`src/rtl/conv_mac_unit_if.sv`:
```
// Tap-stream input and window-result output lanes of conv_mac_unit.
// The bias lane exists only when CONV_MAC_BIAS_EN is defined.
interface conv_mac_unit_if #(
    parameter int unsigned DATA_W = 16,
    parameter int unsigned ACC_W  = 32
);
    logic              in_valid;
    logic              in_ready;
    logic [DATA_W-1:0] pixel;
    logic [DATA_W-1:0] weight;
`ifdef CONV_MAC_BIAS_EN
    logic [DATA_W-1:0] bias;
`endif
    logic              out_valid;
    logic              out_ready;
    logic [ACC_W-1:0]  acc_out;

`ifdef CONV_MAC_BIAS_EN
    modport master (
        output in_valid, pixel, weight, bias, out_ready,
        input  in_ready, out_valid, acc_out
    );
    modport slave (
        input  in_valid, pixel, weight, bias, out_ready,
        output in_ready, out_valid, acc_out
    );
`else
    modport master (
        output in_valid, pixel, weight, out_ready,
        input  in_ready, out_valid, acc_out
    );
    modport slave (
        input  in_valid, pixel, weight, out_ready,
        output in_ready, out_valid, acc_out
    );
`endif
endinterface

```
`src/rtl/conv_mac_unit.sv`:
```
// Two-stage Q5.11 multiply-accumulate over one kernel window with a clamped Q10.22 result.
// Define CONV_MAC_BIAS_EN to seed each window's accumulator with the sampled bias.
module conv_mac_unit #(
    parameter int unsigned KERNEL_SIZE = 25,
    parameter int unsigned DATA_W      = 16,
    parameter int unsigned ACC_W       = 32
) (
    input  logic           clk,
    input  logic           rst,
    conv_mac_unit_if.slave bus
);
    localparam int unsigned CNT_W      = $clog2(KERNEL_SIZE);
    localparam int unsigned PROD_W     = 2 * DATA_W;
    localparam int unsigned SUM_W      = ACC_W + CNT_W;
    localparam int unsigned FRAC_SHIFT = 11;

    typedef enum logic [1:0] {
        StAccum,
        StFlush,
        StOutput
    } state_e;

    state_e                   state_q, state_d;
    logic [CNT_W-1:0]         tap_cnt_q, tap_cnt_d;
    logic                     flush_cnt_q, flush_cnt_d;
    logic                     out_valid_q, out_valid_d;
    logic                     load_out;
    logic                     in_ready;
    logic                     accept;
    logic                     first_tap;
    logic                     last_tap;

    logic signed [PROD_W-1:0] pix_ext, wgt_ext, prod_d, prod_q;
    logic                     prod_vld_q, prod_first_q;
    logic signed [SUM_W-1:0]  prod_ext, init_val, acc_q;
    logic [SUM_W-ACC_W:0]     acc_top;
    logic [ACC_W-1:0]         clamp_val, acc_out_q;

    assign in_ready  = (state_q == StAccum) && !rst;
    assign accept    = bus.in_valid && in_ready;
    assign first_tap = (tap_cnt_q == '0);
    assign last_tap  = (tap_cnt_q == CNT_W'(KERNEL_SIZE - 1));

    assign bus.in_ready  = in_ready;
    assign bus.out_valid = out_valid_q;
    assign bus.acc_out   = acc_out_q;

    // Control FSM
    always_ff @(posedge clk or posedge rst) begin
        if (rst) begin
            state_q     <= StAccum;
            tap_cnt_q   <= '0;
            flush_cnt_q <= 1'b0;
            out_valid_q <= 1'b0;
        end else begin
            state_q     <= state_d;
            tap_cnt_q   <= tap_cnt_d;
            flush_cnt_q <= flush_cnt_d;
            out_valid_q <= out_valid_d;
        end
    end

    always_comb begin
        state_d     = state_q;
        tap_cnt_d   = tap_cnt_q;
        flush_cnt_d = flush_cnt_q;
        out_valid_d = out_valid_q;
        load_out    = 1'b0;
        unique case (state_q)
            StAccum: begin
                if (accept) begin
                    if (last_tap) begin
                        tap_cnt_d   = '0;
                        flush_cnt_d = 1'b0;
                        state_d     = StFlush;
                    end else begin
                        tap_cnt_d = tap_cnt_q + CNT_W'(1);
                    end
                end
            end
            StFlush: begin
                // Two cycles: the last product lands in the accumulator, then the sum is clamped.
                if (flush_cnt_q) begin
                    state_d     = StOutput;
                    load_out    = 1'b1;
                    out_valid_d = 1'b1;
                end else begin
                    flush_cnt_d = 1'b1;
                end
            end
            StOutput: begin
                if (bus.out_ready) begin
                    state_d     = StAccum;
                    out_valid_d = 1'b0;
                end
            end
            default: begin
                state_d     = StAccum;
                out_valid_d = 1'b0;
            end
        endcase
    end

    // Stage 1: full-precision product
    assign pix_ext = {{DATA_W{bus.pixel[DATA_W-1]}}, bus.pixel};
    assign wgt_ext = {{DATA_W{bus.weight[DATA_W-1]}}, bus.weight};
    assign prod_d  = pix_ext * wgt_ext;

    always_ff @(posedge clk or posedge rst) begin
        if (rst) begin
            prod_q       <= '0;
            prod_vld_q   <= 1'b0;
            prod_first_q <= 1'b0;
        end else begin
            if (accept) begin
                prod_q <= prod_d;
            end
            prod_vld_q   <= accept;
            prod_first_q <= accept && first_tap;
        end
    end

`ifdef CONV_MAC_BIAS_EN
    logic [DATA_W-1:0] bias_q;

    always_ff @(posedge clk or posedge rst) begin
        if (rst) begin
            bias_q <= '0;
        end else if (accept && first_tap) begin
            bias_q <= bus.bias;
        end
    end

    // Q5.11 bias realigned to the Q10.22 accumulator
    assign init_val = {{(SUM_W - DATA_W - FRAC_SHIFT){bias_q[DATA_W-1]}}, bias_q,
                       {FRAC_SHIFT{1'b0}}};
`else
    assign init_val = '0;
`endif

    // Stage 2: accumulator, reseeded on the first tap of each window
    assign prod_ext = {{(SUM_W - PROD_W){prod_q[PROD_W-1]}}, prod_q};

    always_ff @(posedge clk or posedge rst) begin
        if (rst) begin
            acc_q <= '0;
        end else if (prod_vld_q) begin
            acc_q <= (prod_first_q ? init_val : acc_q) + prod_ext;
        end
    end

    // Saturate whenever the bits above the output sign bit are not a pure sign extension
    assign acc_top = acc_q[SUM_W-1:ACC_W-1];

    always_comb begin
        clamp_val = acc_q[ACC_W-1:0];
        if (!(&acc_top) && (|acc_top)) begin
            clamp_val = acc_q[SUM_W-1] ? {1'b1, {(ACC_W - 1){1'b0}}}
                                       : {1'b0, {(ACC_W - 1){1'b1}}};
        end
    end

    always_ff @(posedge clk or posedge rst) begin
        if (rst) begin
            acc_out_q <= '0;
        end else if (load_out) begin
            acc_out_q <= clamp_val;
        end
    end
endmodule

```
`src/flat_wrapper.sv`:
```
// flat-port wrapper written by rule: the top's interface ports become plain ports
module conv_mac_unit_flat 
#(
    parameter int unsigned KERNEL_SIZE = 25,
    parameter int unsigned DATA_W      = 16,
    parameter int unsigned ACC_W       = 32
)
  (clk, rst, bus_in_valid, bus_pixel, bus_weight, bus_out_ready, bus_in_ready, bus_out_valid, bus_acc_out);
  conv_mac_unit_if #(.DATA_W(DATA_W), .ACC_W(ACC_W)) bus_i ();
  input  logic clk;
  input  logic rst;
  input wire logic [$bits(bus_i.in_valid)-1:0] bus_in_valid;
  input wire logic [$bits(bus_i.pixel)-1:0] bus_pixel;
  input wire logic [$bits(bus_i.weight)-1:0] bus_weight;
  input wire logic [$bits(bus_i.out_ready)-1:0] bus_out_ready;
  output wire logic [$bits(bus_i.in_ready)-1:0] bus_in_ready;
  output wire logic [$bits(bus_i.out_valid)-1:0] bus_out_valid;
  output wire logic [$bits(bus_i.acc_out)-1:0] bus_acc_out;
  assign bus_i.in_valid = bus_in_valid;
  assign bus_i.pixel = bus_pixel;
  assign bus_i.weight = bus_weight;
  assign bus_i.out_ready = bus_out_ready;
  assign bus_in_ready = bus_i.in_ready;
  assign bus_out_valid = bus_i.out_valid;
  assign bus_acc_out = bus_i.acc_out;
  conv_mac_unit #(.KERNEL_SIZE(KERNEL_SIZE), .DATA_W(DATA_W), .ACC_W(ACC_W)) u_core (.clk(clk), .rst(rst), .bus(bus_i));
endmodule
```
`config.mk`:
```
export PLATFORM = sky130hd
export DESIGN_NAME = conv_mac_unit_flat
export DESIGN_NICKNAME = d
export VERILOG_FILES = /design/src/rtl/conv_mac_unit_if.sv /design/src/rtl/conv_mac_unit.sv /design/src/flat_wrapper.sv
export SDC_FILE = /design/constraint.sdc
export NUM_CORES = 1
export LEC_CHECK = 0
export ABC_AREA = 1
export CORE_MARGIN = 1.5
export CORE_UTILIZATION = 30
export DETAILED_ROUTE_END_ITERATION = 10
export GPL_TIMING_DRIVEN = 1
export PLACE_DENSITY = 0.44
export SLEW_MARGIN = 10
export SYNTH_ARGS = -nofsm -noshare
export SYNTH_HDL_FRONTEND = slang
export SYNTH_SLANG_ARGS = --single-unit
export TNS_END_PERCENT = 100
```
`constraint.sdc`:
```
create_clock -name clk -period 3.6 [get_ports clk]
set_clock_uncertainty 0.1 [all_clocks]
set_input_delay 0.72 -clock clk [delete_from_list [all_inputs] [get_ports clk]]
set_output_delay 0.72 -clock clk [all_outputs]
set_load 0.1 [all_outputs]
```
Word level (Yosys, flattened, before mapping) --
Cells that the tools add are included.
Word-level totals: flip-flop bits (word level) 112, logic and storage cells 52
Operators by class: add/sub/neg operators 2, multipliers 1, eq/ne operators 7, multiplexer cells 17, bitwise logic cells 1, reduce and logical (&&, ||, !) cells 15
Operators with widths (count):
- 2-to-1 mux 32 bit | 2
- adder 37 x 32 -> 37 bit | 1
- 2-to-1 mux 37 bit | 1
- multiplier 16 x 16 -> 32 bit | 1
- 2-to-1 mux 2 bit | 4
- 2-to-1 mux 1 bit | 6
- != test 2 x 1 -> 1 bit (second input constant) | 3
- case mux 2 bit (3 select lines) | 1
- AND reduction 3 bit | 2
- AND reduction 6 bit | 1
- OR reduction 6 bit | 1
- adder 5 x 1 -> 5 bit (second input constant) | 1
- equality test 5 bit (second input constant) | 1
- zero test 5 bit | 1
- 2-to-1 mux 5 bit | 1
- logical AND 1 bit | 4
- AND reduction 4 bit | 1
- case mux 1 bit (3 select lines) | 1
- equality test 2 x 1 -> 1 bit (second input constant) | 1
- equality test 2 bit (second input constant) | 1
- zero test 1 bit | 2
- zero test 2 bit | 1
- != test 2 bit (second input constant) | 1
- case mux 1 bit (2 select lines) | 1
- other kinds (3) | 3

Longest topological paths before layout --
Gate-level depths: netlist of the first run.
word-level depth 5, mapped depth 27, depth with buffers taken out 25

Least setup slack after synthesis of the first run --
OpenSTA, ideal clock, no wires.
path kind input to register, start input port bus_weight[5], end register u_core.prod_q[31], arrival 5.727 ns, required time 3.383 ns, path slack -2.345 ns, stages 22, buffers on the path 2, cells stage by stage clkbuf_1 > clkbuf_1 > nand2_1 > fa_1 > inv_1 > fa_1 > inv_1 > fa_1 > fa_1 > fa_1 > fa_1 > inv_1 > ha_1 > nand2_1 > nand2_1 > o21bai_1 > a21oi_1 > nand2_1 > nor2_1 > nand2_1 > nand3_1 > nand2_1
Between the ends: cells in the longest elaborated chain, start to end 1
RTL lines:
- from (decl) | RTL line flat_wrapper.sv:14 | input wire logic [$bits(bus_i.weight)-1:0] bus_weight;
- multiplier 16 x 16 -> 32 bit | RTL line conv_mac_unit.sv:107 | assign prod_d = pix_ext * wgt_ext;
- to (signal assigned) | RTL line conv_mac_unit.sv:116 | prod_q <= prod_d;
- to (decl) | RTL line conv_mac_unit.sv:33 | logic signed [PROD_W-1:0] pix_ext, wgt_ext, prod_d, prod_q;
No other way between the ends. A chain may end at the register's enable or synchronous reset.

Final worst setup path of the first run --
start input port bus_pixel[15], end register u_core.prod_q[20]
Between the ends: cells in the longest elaborated chain, start to end 1
RTL lines:
- from (decl) | RTL line flat_wrapper.sv:13 | input wire logic [$bits(bus_i.pixel)-1:0] bus_pixel;
- multiplier 16 x 16 -> 32 bit | RTL line conv_mac_unit.sv:107
No other way between the ends.

==> metrics, run 1 <==
Max H-tree Level=3; fillers=6134; Synth warnings=0; outcome=finished, violations left; syn_area_per_cell=7.14 um^2; Post-DRT Antenna Nets=0; Setup violations, final=27; vias per cell=4.58; clock root buffer=clkbuf_16; Area contributors post-synth=fa_1 (29%), nand2_1 (16%), dfrtp_1 (15%); number of global-route vias before repair=17800; Clock Pin Slew Worst Setup and Hold Paths=0.08 ns; port bufs=69; initial antenna violation count=0; drt first-iter violations=832; final setup margin=-1.95 ns; # rows=89; Post-synth top flop=dfrtp_1; Die W=249 um; Worst R2R End=u_core.acc_q[26]; Post-synth EDFFs=0; worst reg-to-reg setup slack=0.82 ns; post-layout minimum cycle time=5.55 ns; Fmax=0.180 GHz; CP startpoint kind=primary input; asr flop ratio synth=100%; clk_lat worst skew=0.38 ns; Sink Count=112; drc violations=0; register area share after synthesis=15.4%; Fin Hold WS=0.395 ns; Mapped Area=18200 um^2; synth unique cells=37; area share of fa/ha/maj cells after synthesis=37.3%; Nets=3239; CP endpoint kind=flip-flop; mux cell area share after synthesis=0%; main combinational cell family by area after synthesis=adder cells; Max FO, Critical Path=7; max_slew headroom=29.9%; failing checks=negative setup slack; worst hold path stage count=2; area share of the largest cell type after synthesis=29.0%; Crit path top cell by count=fa_1; Die Area=62000 um^2; Min-Delay Path Class=flip-flop to flip-flop; diode count=0; Worst EP arrival=5.71 ns; CTS tree=built; max-cap violation count=0; min-delay src=u_core.prod_q[22]; worst slack at placement=-2.88 ns; I/O pins=70; Post-Syn Nets=2963; critical-path cell list=buf_8, buf_12, nand2_4, inv_2, fa_2, buf_4, fa_1, fa_1, fa_2, fa_1, inv_1, fa_1, inv_2, ha_4, nand2_4, buf_6, nor2_4, inv_4, nor2_4, nand4_1, nand3_1, nand2_1, nand3_2, nand2_2; Final Util=41.5%; R2R cell count=17; kind of critical path=primary input to flip-flop; Hold Path Sink=u_core.prod_q[22]; Hold Buf Count CTS=0; DRT Pass-1 Iters=5; final hold vios=0; Post-DP HPWL=47100 um; RR Startpoint=u_core.prod_first_q; largest net degree at the start of global routing=104; total global-route track usage=19.9%; Placer Congestion=0.954; unrepaired setup endpoints after global routing=yes; post-synthesis register bit count=112; Num CTS Buffers=9; Post-Synth XOR/XNOR Area=1.25%; cells after synthesis=2544; drt total wl=59000 um; area grow syn2layout=36.0%; Simple-Gate Fraction of Synth Area=25.2%; area of the core=59500 um^2; Slew Viols, Final=0; Die Y=249 um; share of cells above drive strength 1=26.1%; starting density of the core=30.5%; final period utilization=154%; slowest stage delay, CP=0.64 ns; wire length per cell=16.4 um; Slew @ Worst Pin=1.05 ns; DR vias=16500; total gr overflow=0; top cell type by total area after synthesis=fa_1; global-route wire length before repair=97500 um; Crit-path slowest cell=fa_2; CP required=3.76 ns; clk buf depth=2; complex-gate fraction of the synthesized area=5.38%
kinds of logic (layout without fill, tap and decap cells):
kind of cell    after synthesis  in the layout
simple gates               1115           1115
buf+inv                     742           1023
fa+ha+maj                   383            383
compound gates              166            166
flops                       112            112
xor+xnor                     26             26
sequential cells by signal (all words and copies together) (netlist names):
name	count
u_core.prod_q	32
u_core.prod_first_q	1
u_core.bus.acc_out	32
u_core.acc_q	37
u_core.prod_vld_q	1
u_core.bus.out_valid	1
u_core.state_q	2
u_core.flush_cnt_q	1
u_core.tap_cnt_q	5
cell usage after synthesis, drive strengths merged (2+ instances only):
master / n
a21oi: 57
a22oi: 31
and3: 2
buf: 11
clkbuf: 76
dfrtp: 112
fa: 263
ha: 120
inv: 655
nand2: 767
nand3: 113
nand3b: 14
nand4: 31
nor2: 152
nor3: 21
o211ai: 2
o21ai: 55
o21bai: 14
o22ai: 5
or2: 12
xnor2: 21
xor2: 5
per-layer routing:
layer	GRT usage (%)	vias up	share of wire, %
li1	-	8084	-
met4	3.54	0	1.6
met2	32.9	296	46
met3	2.23	49	4.1
met1	28.3	8059	48
met5	0	-	0
what timing repair did:
| action | 4_1_cts | 5_1_grt |
|---|---|---|
| gates cloned | 19 | 0 |
| buffers inserted | 60 | 13 |
| gates resized for setup | 437 | 154 |
| endpoints found under the hold margin | 0 | 0 |
| endpoints found under the setup margin | 28 | 27 |
| pin swaps | 190 | 141 |
critical path, delay by kind of cell:
family / cells / cell delay (ns)
fa+ha+maj: 7 / 3.37
buf+inv: 8 / 0.69
simple gates: 9 / 0.90
worst max-delay path by stage:
| stage | slack, ns | cells past startpoint | endpoint | start |
|---|---|---|---|---|
| after floorplan | -1.89 | 22 | u_core.prod_q[30] | bus_weight[6] |
| after global placement | -2.83 | 22 | u_core.prod_q[29] | bus_pixel[15] |
| after detailed placement | -2.88 | 22 | u_core.prod_q[29] | bus_pixel[15] |
| after CTS | -1.89 | 23 | u_core.prod_q[30] | bus_pixel[15] |
| after global routing | -2.09 | 21 | u_core.prod_q[31] | bus_pixel[15] |
| final | -1.95 | 24 | u_core.prod_q[20] | bus_pixel[15] |
cell usage in the layout, fill, tap and decap left out, drive strengths merged, types with 2 or more instances in the layout:
cell and n:
nand2 767, inv 656, buf 327, fa 263, nor2 152, ha 120, nand3 113, dfrtp 112
a21oi 57, o21ai 55, nand4 31, a22oi 31, xnor2 21, nor3 21, clkdlybuf4s50 20, nand3b 14
o21bai 14, or2 12, clkbuf 9, o22ai 5, xor2 5, clkinv 4, bufbuf 4, and3 2
o211ai 2
per-stage QoR:
| step | instances | cell area, um^2 | TNS [ns] |
|---|---|---|---|
| 2_1_floorplan | 2544 | 19300 | -41.61 |
| 3_5_place_dp | 3496 | 21900 | -67.15 |
| 5_1_grt | 3598 | 24700 | -47.44 |
| 3_3_place_gp | 3496 | 21900 | -66.55 |
| 6_report | 3598 | 24700 | -42.83 |
| 4_1_cts | 3588 | 24200 | -43.24 |
cell type report:
| cell class | instances | area [um^2] | share of cell area [%] |
|---|---|---|---|
| clock inverters | 7 | 113 | 0.456 |
| clock buffers | 9 | 225 | 0.912 |
| repair buffers | 352 | 3740 | 15.2 |
| multi-input cells | 1690 | 14300 | 58.1 |
| well taps | 773 | 967 | 3.92 |
| flip-flops and latches | 112 | 2800 | 11.4 |
| inverters | 655 | 2490 | 10.1 |
Power of run 1 is left out: the tool's default activity adds up to more than one toggle a clock period on the data nets, which glitch-free logic cannot reach.
==> run 2, diff against run 1 <==
- clock period: 3.6 -> 5.1 ns (I/O delays scaled with it)
==> run 2 against run 1 <==
Net effect:
- clock-buffer cell count stayed put
- the run still ends with negative setup slack left
- setup slack better by 1.2 ns
- worst hold slack worse by 0.0026 ns
- utilization is 0.061 points lower
- flip-flop and latch count stayed put
- sequential share of layout area hardly changed
- non-clock buffer count is 12 higher
- critical path depth stayed put
- global-route usage is 0.13 points lower
- routed wire length is 0.35% higher
- die area stayed put
- via count is 0.13% higher
==> metrics, run 2 (same netlist as run 1, synthesis figures left out) <==
TNS Setup=-12.84 ns (+29.99 ns); initial antenna violation count=0 (unchanged); Largest register FFs=37 (unchanged); Post-DRT Antenna Nets=0 (unchanged); fin area=24700 um^2 (-0.15%); Nets=3251 (+0.37%); Die W=249 um (unchanged); kind of critical path=primary input to flip-flop; port bufs=69 (unchanged); Slew Viols, Final=0 (unchanged); diode count=0 (unchanged); max-cap violation count=0 (unchanged); Post-DP HPWL=47600 um (+0.92%); CP required=5.27 ns (+1.51 ns); total global-route track usage=19.8% (-0.13 points); number of global-route vias before repair=17600 (-0.84%); I/O pins=70 (unchanged); wire length per cell=16.4 um (about the same); clock root buffer=clkbuf_16; final setup margin=-0.746 ns (+1.20 ns); Setup violations, final=24 (-11%); area grow syn2layout=35.8%; clk buf depth=2 (unchanged); DRT Pass-1 Iters=7 (+2); unrepaired setup endpoints after global routing=yes; dpl cell area=21700 um^2 (-0.83%); # placed instances=3485 (-0.31%); Min-Delay Path Class=flip-flop to flip-flop; Fmax=0.171 GHz; fin cells=3610 (+0.33%); global-route wire length before repair=96900 um (-0.67%); commonest non-fill, non-tap cell in the layout=nand2_1; CP startpoint kind=primary input; CTS tree=built; clk_lat worst skew=0.38 ns (about the same); Slew @ Worst Pin=1.09 ns (+0.0384 ns); failing checks=negative setup slack; share of cells above drive strength 1=25.3% (-0.78 points); Num CTS Buffers=9 (unchanged); Die Y=249 um (unchanged); Max FO, Critical Path=5 (-2); final hold vios=0 (unchanged); CP endpoint kind=flip-flop; largest net degree at the start of global routing=58 (-44%); Sink Count=112 (unchanged); Clock Pin Slew Worst Setup and Hold Paths=0.08 ns (about the same); worst slack at placement=-1.64 ns (+1.24 ns); Die Area=62000 um^2 (unchanged); starting density of the core=30.5% (unchanged); Max H-tree Level=3 (unchanged); # rows=89 (unchanged); most flop-heavy register=u_core.acc_q; area of the core=59500 um^2 (unchanged); Worst EP arrival=6.01 ns (+0.30 ns); drt total wl=59200 um (+0.35%); max_slew headroom=27.3% (-2.6 points); post-layout minimum cycle time=5.85 ns; vias per cell=4.57 (-0.20%); drt first-iter violations=839 (+0.84%); commonest non-fill, non-tap cells in the layout=nand2_1 (663), inv_1 (574), fa_1 (226); DR vias=16500 (+0.13%); Placer Congestion=0.885 (-7.2%); total gr overflow=0 (unchanged); drc violations=0 (unchanged); final period utilization=115%; outcome=finished, violations left
==> run 2: cell count changes in the layout (fill, tap and decap cells not counted), moves of 4 or more <==
cell / change
inv_1: +10
nand2_1: -5
inv_2: -11
buf_16: -5
nand2_4: -5
buf_4: -23
ha_1: +6
buf_6: +24
nand3_1: +4
nand2_8: +7
ha_4: -6
clkdlybuf4s50_1: +17
==> run 2: final timing paths <==
path,startpoint,to,slack [ns],depth (start not counted)
max,bus_pixel[15],u_core.prod_q[23],-0.75,24
min,u_core.prod_q[21],u_core.prod_q[21],0.39,2
max reg2reg,u_core.prod_first_q,u_core.acc_q[26],1.81,16
min reg2reg,u_core.prod_q[21],u_core.prod_q[21],0.39,2
max in group asynchronous,rst,u_core.acc_q[9],3.00,3
min in group asynchronous,rst,u_core.bus.out_valid,1.07,2
==> run 2: final cells by class <==
cell class	instances	area [um^2]
clock buffers	9	225
clock inverters	7	71.3
fillers	6206	34800
inverters	655	2490
multi-input cells	1690	14300
flip-flops and latches	112	2800
well taps	773	967
repair buffers	364	3780
==> run 2: metal layers <==
layer	global-route usage (%)	part of all wire, %
met1	27.2	48
met2	34.0	48
met3	1.95	3.0
met4	3.57	1.6
met5	0	0
==> run 2: worst max-delay path: stages <==
cell     delay, ns
buf_12        0.09
buf_16        0.12
buf_6         0.10
nand2_4       0.04
fa_1          0.54
inv_2         0.05
fa_2          0.68
buf_6         0.13
fa_1          0.42
fa_1          0.47
fa_1          0.52
inv_1         0.05
fa_1          0.49
inv_2         0.05
ha_4          0.34
nand2_4       0.09
nor2_4        0.15
inv_4         0.07
nor2_4        0.12
nand4_1       0.18
nand3_1       0.13
nand2_1       0.06
nand3_1       0.06
nand2_1       0.05
==> run 2: stage by stage <==
step                hold slack [ns]  utilization (%)
floorplan                     0.347                -
global placement              0.377             36.5
detailed placement            0.383             36.5
CTS                           0.403             40.4
global route                  0.421             41.5
finish                        0.392             41.5
==> run 2: repair_timing <==
action | 4_1_cts | 5_1_grt
hold buffers | 0 | 0
cloned | 12 | 0
gates resized for setup | 439 | 190
setup endpoints to repair | 25 | 25
setup buffers | 87 | 29
pin swaps | 174 | 184
Power of run 2 is left out for the same reason.
==> run 3, diff against run 2 <==
- SKIP_LAST_GASP: not set -> 1
==> run 3 against run 2 <==
Net effect:
- the run still ends with negative setup slack left
- register-to-register slack hardly changed
- first-iteration DRC count is 3.2% higher
- routed wire length is 0.14% lower
- flip-flop and latch count stayed put
- critical path depth stayed put
- setup slack better by 0.027 ns
- utilization is 0.13 points lower
- final cell count is 0.14% higher
- worst hold slack better by 0.0038 ns
- global-route usage hardly changed
- design area is 0.32% lower
- critical path type unchanged
- highest routed layer unchanged
==> metrics, run 3 (same netlist as run 1, synthesis figures left out) <==
outcome=finished, violations left; failing checks=negative setup slack; CP startpoint kind=primary input; Post-DP HPWL=47600 um (unchanged); post-layout minimum cycle time=5.82 ns (-0.0270 ns); fin cells=3615 (+0.14%); Crit path top cell by count=fa_1; clock root buffer=clkbuf_16; share of cells above drive strength 1=25.1% (-0.22 points); Die Area=62000 um^2 (unchanged); Hold Path Sink=u_core.bus.acc_out[31]; vias per cell=4.56 (-0.19%); Min-Delay Path Class=flip-flop to flip-flop; global-route wire length before repair=96800 um (about the same); clk_lat worst skew=0.38 ns (about the same); clk buf depth=2 (unchanged); Clock Pin Slew Worst Setup and Hold Paths=0.09 ns (about the same); final hold vios=0 (unchanged); CP endpoint kind=flip-flop; commonest non-fill, non-tap cell in the layout=nand2_1; register area=2800 um^2 (unchanged); max_slew headroom=27.6% (+0.32 points); Slew @ Worst Pin=1.08 ns (-0.00481 ns); drt first-iter violations=866 (+3.2%); # placed instances=3485 (unchanged); dpl cell area=21700 um^2 (unchanged); max-cap violation count=0 (unchanged); fin area=24600 um^2 (-0.32%); Crit-path slowest cell=fa_2; Nets=3256 (+0.15%); Post-DRT Antenna Nets=0 (unchanged); R2R cell count=16 (unchanged); critical-path cell list=buf_12, buf_16, buf_6, nand2_4, fa_1, inv_2, fa_2, buf_6, fa_1, fa_1, fa_1, inv_1, fa_1, inv_2, ha_4, nand2_4, nor2_4, inv_4, nor2_4, nand4_1, nand3_1, nand2_1, nand3_1, nand2_1; worst slack at placement=-1.64 ns (unchanged); commonest non-fill, non-tap cells in the layout=nand2_1 (663), inv_1 (576), fa_1 (229); Worst EP arrival=5.99 ns (-0.02 ns); number of global-route vias before repair=17700 (+0.11%); total global-route track usage=19.8% (about the same); DRT Pass-1 Iters=5 (-2); total gr overflow=0 (unchanged); unrepaired setup endpoints after global routing=yes; wire length per cell=16.3 um (-0.28%); Setup violations, final=24 (unchanged); Largest register FFs=37 (unchanged); Die W=249 um (unchanged); Fmax=0.172 GHz (+0.46%); Die Y=249 um (unchanged); final setup margin=-0.719 ns (+0.0270 ns); initial antenna violation count=0 (unchanged); area grow syn2layout=35.3%; drt total wl=59100 um (-0.14%); min-delay src=u_core.bus.acc_out[31]; Max H-tree Level=3 (unchanged); RR Startpoint=u_core.prod_first_q; drc violations=0 (unchanged); Slew Viols, Final=0 (unchanged); # rows=89 (unchanged); fillers=6205 (-0.016%); Fin Hold WS=0.396 ns (+0.00379 ns); port bufs=69 (unchanged); kind of critical path=primary input to flip-flop; Worst R2R End=u_core.acc_q[26]; slowest stage delay, CP=0.68 ns (about the same); final period utilization=114% (-0.53 points); Sink Count=112 (unchanged); CP required=5.27 ns (about the same); Placer Congestion=0.885 (unchanged); area occupied by multi-input gates=14200 um^2 (-0.51%); worst hold path stage count=2 (unchanged); diode count=0 (unchanged); area of the core=59500 um^2 (unchanged); starting density of the core=30.5% (unchanged); most flop-heavy register=u_core.acc_q; I/O pins=70 (unchanged); Max FO, Critical Path=5 (unchanged); Num CTS Buffers=9 (unchanged); DR vias=16500 (-0.048%); worst reg-to-reg setup slack=1.80 ns (about the same); largest net degree at the start of global routing=58 (unchanged); CTS tree=built
-- run 3: cell count changes in the layout (fill, tap and decap cells not counted), sizes merged --
cell | previous run | this run
buf | 320 | 325
bufbuf | 2 | 1
clkbuf | 12 | 13
-- run 3: worst max-delay path by stage --
stage	start	cells past startpoint	slack (ns)	to
4_1_cts	bus_pixel[15]	25	-0.74	u_core.prod_q[30]
3_3_place_gp	bus_pixel[9]	22	-1.67	u_core.prod_q[23]
3_5_place_dp	bus_weight[5]	25	-1.64	u_core.prod_q[29]
6_report	bus_pixel[15]	24	-0.72	u_core.prod_q[23]
2_1_floorplan	bus_weight[6]	22	-0.69	u_core.prod_q[30]
5_1_grt	bus_pixel[15]	24	-0.92	u_core.prod_q[23]
-- run 3: routing by layer --
metal	track usage (%)	routed length (um)
met1	27.2	28200
met3	1.95	1850
met5	0	0
met4	3.57	935
met2	34.0	28100
-- run 3: final cells by class --
| cell class | instances | share of cell area [%] |
|---|---|---|
| Multi-Input combinational cell | 1690 | 58.0 |
| Timing Repair Buffer | 369 | 15.4 |
| Sequential cell | 112 | 11.4 |
| Inverter | 655 | 10.1 |
| Tap cell | 773 | 3.94 |
| Clock buffer | 9 | 0.917 |
| Clock inverter | 7 | 0.290 |
-- run 3: critical path: cells and delay by family --
kind                     cells  cell delay [ns]
adder cells (fa/ha/maj)      7             3.46
AND/OR/NAND/NOR              9             0.84
buffers and inverters        8             0.66
-- run 3: what timing repair did --
item / CTS / global route
pin swaps: 172 / 171
gates resized for setup: 420 / 194
buffers inserted: 87 / 34
cloned: 12 / 0
setup endpoints to repair: 25 / 25
hold buffers: 0 / 0
-- run 3: metrics by stage --
step	utilization [%]	TNS [ns]
5_1_grt	41.3	-17.07
6_report	41.3	-12.79
3_5_place_dp	36.5	-35.29
4_1_cts	40.3	-13.29
3_3_place_gp	36.5	-34.66
2_1_floorplan	-	-12.05
Power of run 3 is left out for the same reason.
